===== config.mk =====
export PLATFORM = sky130hd
export DESIGN_NAME = alu_unit
export DESIGN_NICKNAME = d
export VERILOG_FILES = /design/src/rtl/alu_unit.sv
export SDC_FILE = /design/constraint.sdc
export NUM_CORES = 1
export LEC_CHECK = 0
export ABC_AREA = 1
export CELL_PAD_IN_SITES_DETAIL_PLACEMENT = 2
export CELL_PAD_IN_SITES_GLOBAL_PLACEMENT = 2
export CORE_ASPECT_RATIO = 2
export CORE_MARGIN = 1.5
export CORE_UTILIZATION = 28
export DETAILED_ROUTE_END_ITERATION = 12
export PLACE_DENSITY = 0.93
export SYNTH_ARGS = -nofsm -noshare
export SYNTH_HDL_FRONTEND = slang
export SYNTH_SLANG_ARGS = --single-unit
export TNS_END_PERCENT = 1

===== constraint.sdc =====
create_clock -name clk -period 3 [get_ports clk]
set_input_delay 0.6 -clock clk [delete_from_list [all_inputs] [get_ports clk]]
set_output_delay 0.6 -clock clk [all_outputs]
set_load 0.05 [all_outputs]

===== src/rtl/alu_unit.sv =====
// 32-bit datapath ALU with registered result and zero flag (one-clock latency).
// The zero flag drives branch resolution: BEQ through SUB, BGTZ through its own compare op.
module alu_unit #(
    parameter int WIDTH = 32
) (
    input  logic             clk,
    input  logic             rst_n,
    input  logic [WIDTH-1:0] Op1,
    input  logic [WIDTH-1:0] Op2,
    input  logic [2:0]       ALUCtl,
    output logic [WIDTH-1:0] Res,
    output logic             ZF
);

    typedef enum logic [2:0] {
        OP_AND  = 3'b000,
        OP_OR   = 3'b001,
        OP_ADD  = 3'b010,
        OP_NOP  = 3'b011,
        OP_BGTZ = 3'b100,
        OP_RSVD = 3'b101,
        OP_SUB  = 3'b110,
        OP_SLT  = 3'b111
    } alu_op_e;

    logic [WIDTH-1:0] res_d, res_q;
    logic             zf_d, zf_q;
    logic             slt_bit, gtz_bit;

    // True signed compare so that INT_MIN < positive holds despite subtraction overflow.
    assign slt_bit = $signed(Op1) < $signed(Op2);
    assign gtz_bit = ~Op1[WIDTH-1] & (|Op1);

    always_comb begin
        res_d = '0;
        case (alu_op_e'(ALUCtl))
            OP_AND:  res_d = Op1 & Op2;
            OP_OR:   res_d = Op1 | Op2;
            OP_ADD:  res_d = Op1 + Op2;
            OP_SUB:  res_d = Op1 - Op2;
            OP_SLT:  res_d = {{(WIDTH-1){1'b0}}, slt_bit};
            OP_BGTZ: res_d = {{(WIDTH-1){1'b0}}, gtz_bit};
            default: res_d = '0;
        endcase
        zf_d = (res_d == '0);
    end

    always_ff @(posedge clk) begin
        if (!rst_n) begin
            res_q <= '0;
            zf_q  <= 1'b1;
        end else begin
            res_q <= res_d;
            zf_q  <= zf_d;
        end
    end

    assign Res = res_q;
    assign ZF  = zf_q;

endmodule


==> results.cfg, run 1 <==
[placed_design]
gp_congestion = 1.05
place.port_buffers = 101
place_ws_ns = -1.38
hpwl_mm = 58.0
dp.cells = 2136

[floorplan]
die_y_um = 235
start_util = 0.285
row_count = 84
die_width_um = 119
ios = 102

[synthesis]
ys_async_sr_fraction = 0
ys_seq_elements = 33
ys_types = 33
seq_area_frac_synth = 0.0879
syn_nets = 1599
ys_warn_count = 0
synth_edf_count = 0
synth_ff_type = dfxtp_1
netlist_area_um2 = 7510
syn_avg_cell_area_um2 = 5.25
synthCells = 1431

[cts]
cts_resized = 411
post_cts_buffers = 44
cts_hold_buf = 0
clockBufferDepth = 2
cts_root_buf = clkbuf_16
cts.sinks = 33
cts_max_level = 2
cts_buffers = 5

[outcome]
failing_step = clock tree synthesis
error = [ERROR DPL-0033] detailed placement checks failed during check placement.
status = stopped before the end
cells by family after synthesis:
family | Yosys count | synth area share
simple gates | 804 | 0.461
compound gates | 118 | 0.0879
buf+inv | 376 | 0.195
flops | 33 | 0.0879
fa+ha+maj | 99 | 0.167
xor+xnor | 1 | 0.00117
metrics by stage:
| step | TNS (ns) | hold slack [ns] | area, um^2 |
|---|---|---|---|
| 2_1_floorplan | 0 | 0.782 | 7510 |
| 3_3_place_gp | -6.00 | 1.33 | 11100 |
| 3_5_place_dp | -23.22 | 1.38 | 11100 |
synthesized netlist by cell type (all sizes together) (8+ instances only):
cell type | instances | share of area
buf | 28 | 0.021
o22ai | 28 | 0.023
a21oi | 52 | 0.036
dfxtp | 33 | 0.088
nor3 | 18 | 0.014
inv | 339 | 0.17
clkbuf | 8 | 0.0040
nor2 | 144 | 0.077
ha | 97 | 0.16
o21ai | 27 | 0.018
nand4 | 26 | 0.022
nand3 | 135 | 0.095
nand2 | 464 | 0.24
==> run 2, diff against run 1 <==
==> config.mk (replaced) <==
export PLATFORM = sky130hd
export DESIGN_NAME = alu_unit
export DESIGN_NICKNAME = d
export VERILOG_FILES = /design/src/rtl/alu_unit.sv
export SDC_FILE = /design/constraint.sdc
export NUM_CORES = 1
export LEC_CHECK = 0
export ABC_AREA = 1
export CORE_MARGIN = 1.5
export CORE_UTILIZATION = 20
export DETAILED_ROUTE_END_ITERATION = 12
export PLACE_DENSITY_LB_ADDON = 0.15
export SYNTH_ARGS = -nofsm -noshare
export SYNTH_HDL_FRONTEND = slang
export SYNTH_SLANG_ARGS = --single-unit
export TNS_END_PERCENT = 1
==> results.cfg, run 2 <==
[outcome]
status = finished, final reports clean

[pwr]
power.switching_mw = 1.48
power_leakage_nw = 6.72
max-vdd-ir-drop_uv = 161
switching_share = 0.466
p_clk_frac = 0.161
p_seq_frac = 0.150
p_per_area_nw_per_um2 = 263
combPwrFrac = 0.689
p_int_mw = 1.70

[final_layout]
final_cell_mix = nand2_1, inv_1, buf_4, nand3_1, nor2_1
drive_above_1_share = 0.279
nFillCells = 4183
nets = 1960
layout_commonest_cell = nand2_1
diodes = 0
layout.cells.non_filler = 2261
largest_register_ffs = 32
area_growth_pct = 61.3

[synthesis]
syn_nets = 1599
ys_top_cells_by_count = nand2_1, inv_1, nor2_1, nand3_1, ha_1
ys_seq_elements = 33
synth_edf_count = 0
seq_area_frac_synth = 0.0879
synthCells = 1431
ys_async_sr_fraction = 0
synth.most_common_cell = nand2_1
synth_largest_area_cell = nand2_1
yosysTopAreaCellShare = 0.225
syn_avg_cell_area_um2 = 5.25
ys_warn_count = 0
netlist_area_um2 = 7510
synth_ff_type = dfxtp_1
ys_top_cells_by_area = nand2_1, inv_1, ha_1
ys_types = 33

[routing]
drc = 0
drt_iter0_drc = 508
via_per_inst = 4.31
ant_nets = 0
dr.pass1.iters = 5
wl_per_cell_um = 16.3
finalWirelength_mm = 36.8
dr_total_vias = 9740

[critical_path]
critPathLaunchType = input pin
cp_max_fo = 6
cp-end-kind = register
crit_type = in -> reg
critPathArrivalTime_ns = 3.12
crit_required_ns = 3.23

[sta]
fin_crit_sh = 0.964
max_slew_margin = 0.631
period_needed_ns = 2.89
hold_ws_ns = 1.08
tightest_slew_ns = 0.552
hold_viol_final = 0
max_clock_freq_ghz = 0.346
setup_viol = 0
maxSlewViolCount = 0

[placed_design]
gp_congestion = 0.928
dp.cells = 2240
place.port_buffers = 101
hpwl_mm = 32.1

[cts]
cts_hold_buf = 0
cts.sinks = 33
cts_root_buf = clkbuf_16
cts_buffers = 5
cts.clk_slew.worst_paths_ns = 0.06
cts_tree = done
clockBufferDepth = 2
cts_max_level = 2

[worst_hold_path]
hold_end = ZF$_SDFF_PN1_
hp-class = in -> reg
hold_depth = 3
min-delay-start = rst_n

[floorplan]
die_area_um2 = 38700
start_util = 0.204
row_count = 70
coreArea_um2 = 36800
ios = 102
die_width_um = 197
die_y_um = 197

[grt]
groute.usage.overall = 0.188
first_global_vias = 9583
grt_max_degree = 21
grt_first_pass_wirelength_mm = 55.2
grt_overflow = 0
antenna_found_initial = 1

[job]
max_cap_violations = 0
-- run 2: cell counts after synthesis --
No cell type changed its count.
-- run 2: per-layer routing --
metal  part of all wire  up-vias  global-route usage
li1                   -     5073                   -
met1               0.51     4431               0.272
met2               0.44      210               0.306
met3              0.039       26              0.0121
met4              0.017        0              0.0379
met5                  0        -                   0
-- run 2: through the flow --
| stage | cell area, um^2 | total power, mW | setup WS [ns] | setup TNS [ns] | utilization |
|---|---|---|---|---|---|
| floorplan | 7510 | 1.48 | 0.533 | 0 | - |
| global placement | 11000 | 2.47 | -0.629 | -5.23 | 0.300 |
| detailed placement | 11000 | 2.46 | -0.587 | -5.94 | 0.300 |
| CTS | 11500 | 3.07 | 0.00180 | 0 | 0.313 |
| global route | 12100 | 3.44 | -0.0268 | -0.0268 | 0.329 |
| finish | 12100 | 3.19 | 0.107 | 0 | 0.329 |
-- run 2: cell type report --
type	count	area, um^2	share of cell area
Timing Repair Buffer	390	3250	0.269
Clock inverter	3	17.5	0.00145
Multi-Input combinational cell	1022	6190	0.511
Tap cell	468	586	0.0483
Sequential cell	33	661	0.0545
Inverter	340	1280	0.106
Clock buffer	5	125	0.0103
-- run 2: logic make-up (layout without fill, tap and decap cells) --
logic type               after synthesis  in the layout  share of synthesized area
AND/OR/NAND/NOR                      804            804                      0.461
buffers and inverters                376            738                      0.195
AO/OA/AOI/OAI                        118            118                     0.0879
adder cells (fa/ha/maj)               99             99                      0.167
flip-flops                            33             33                     0.0879
XOR/XNOR                               1              1                    0.00117
-- run 2: how the worst max path moves through the flow --
stage	from	end	slack (ns)	depth (start not counted)
final	Op2[12]	ZF$_SDFF_PN1_	0.11	19
after global routing	Op1[17]	ZF$_SDFF_PN1_	-0.03	20
after CTS	Op1[6]	ZF$_SDFF_PN1_	0.002	19
after detailed placement	Op1[11]	ZF$_SDFF_PN1_	-0.59	20
after global placement	Op1[11]	ZF$_SDFF_PN1_	-0.63	20
after floorplan	Op1[0]	ZF$_SDFF_PN1_	0.53	19
-- run 2: what timing repair did --
action | 4_1_cts | 5_1_grt
cloned | 0 | 0
pin swaps | 10 | 43
endpoints found under the setup margin | 5 | 8
gates resized for setup | 77 | 139
setup buffers | 1 | 12
-- run 2: power by group through the flow --
stage | logic [mW] | clock network, mW | registers (mW)
global placement | 1.98 | 0 | 0.489
floorplan | 0.881 | 0 | 0.599
CTS | 2.05 | 0.538 | 0.479
finish | 2.20 | 0.514 | 0.478
global route | 2.40 | 0.556 | 0.482
detailed placement | 1.97 | 0 | 0.489
-- run 2: worst max-delay path: stages --
cell and delay (ns):
clkdlybuf4s50_1 0.49, inv_1 0.09, ha_4 0.28, nor2_2 0.13, buf_4 0.12, inv_1 0.05
nor2_1 0.19, nand2_1 0.13, nor3_2 0.14, nand2_2 0.10, nand3_1 0.08, nand2_1 0.05
nand3_1 0.08, nand3_2 0.13, nor2_1 0.16, nand2_1 0.08, nor2_2 0.10, nand3_1 0.08
nand2_1 0.06
No activity file was read; power rests on OpenSTA's default activity.
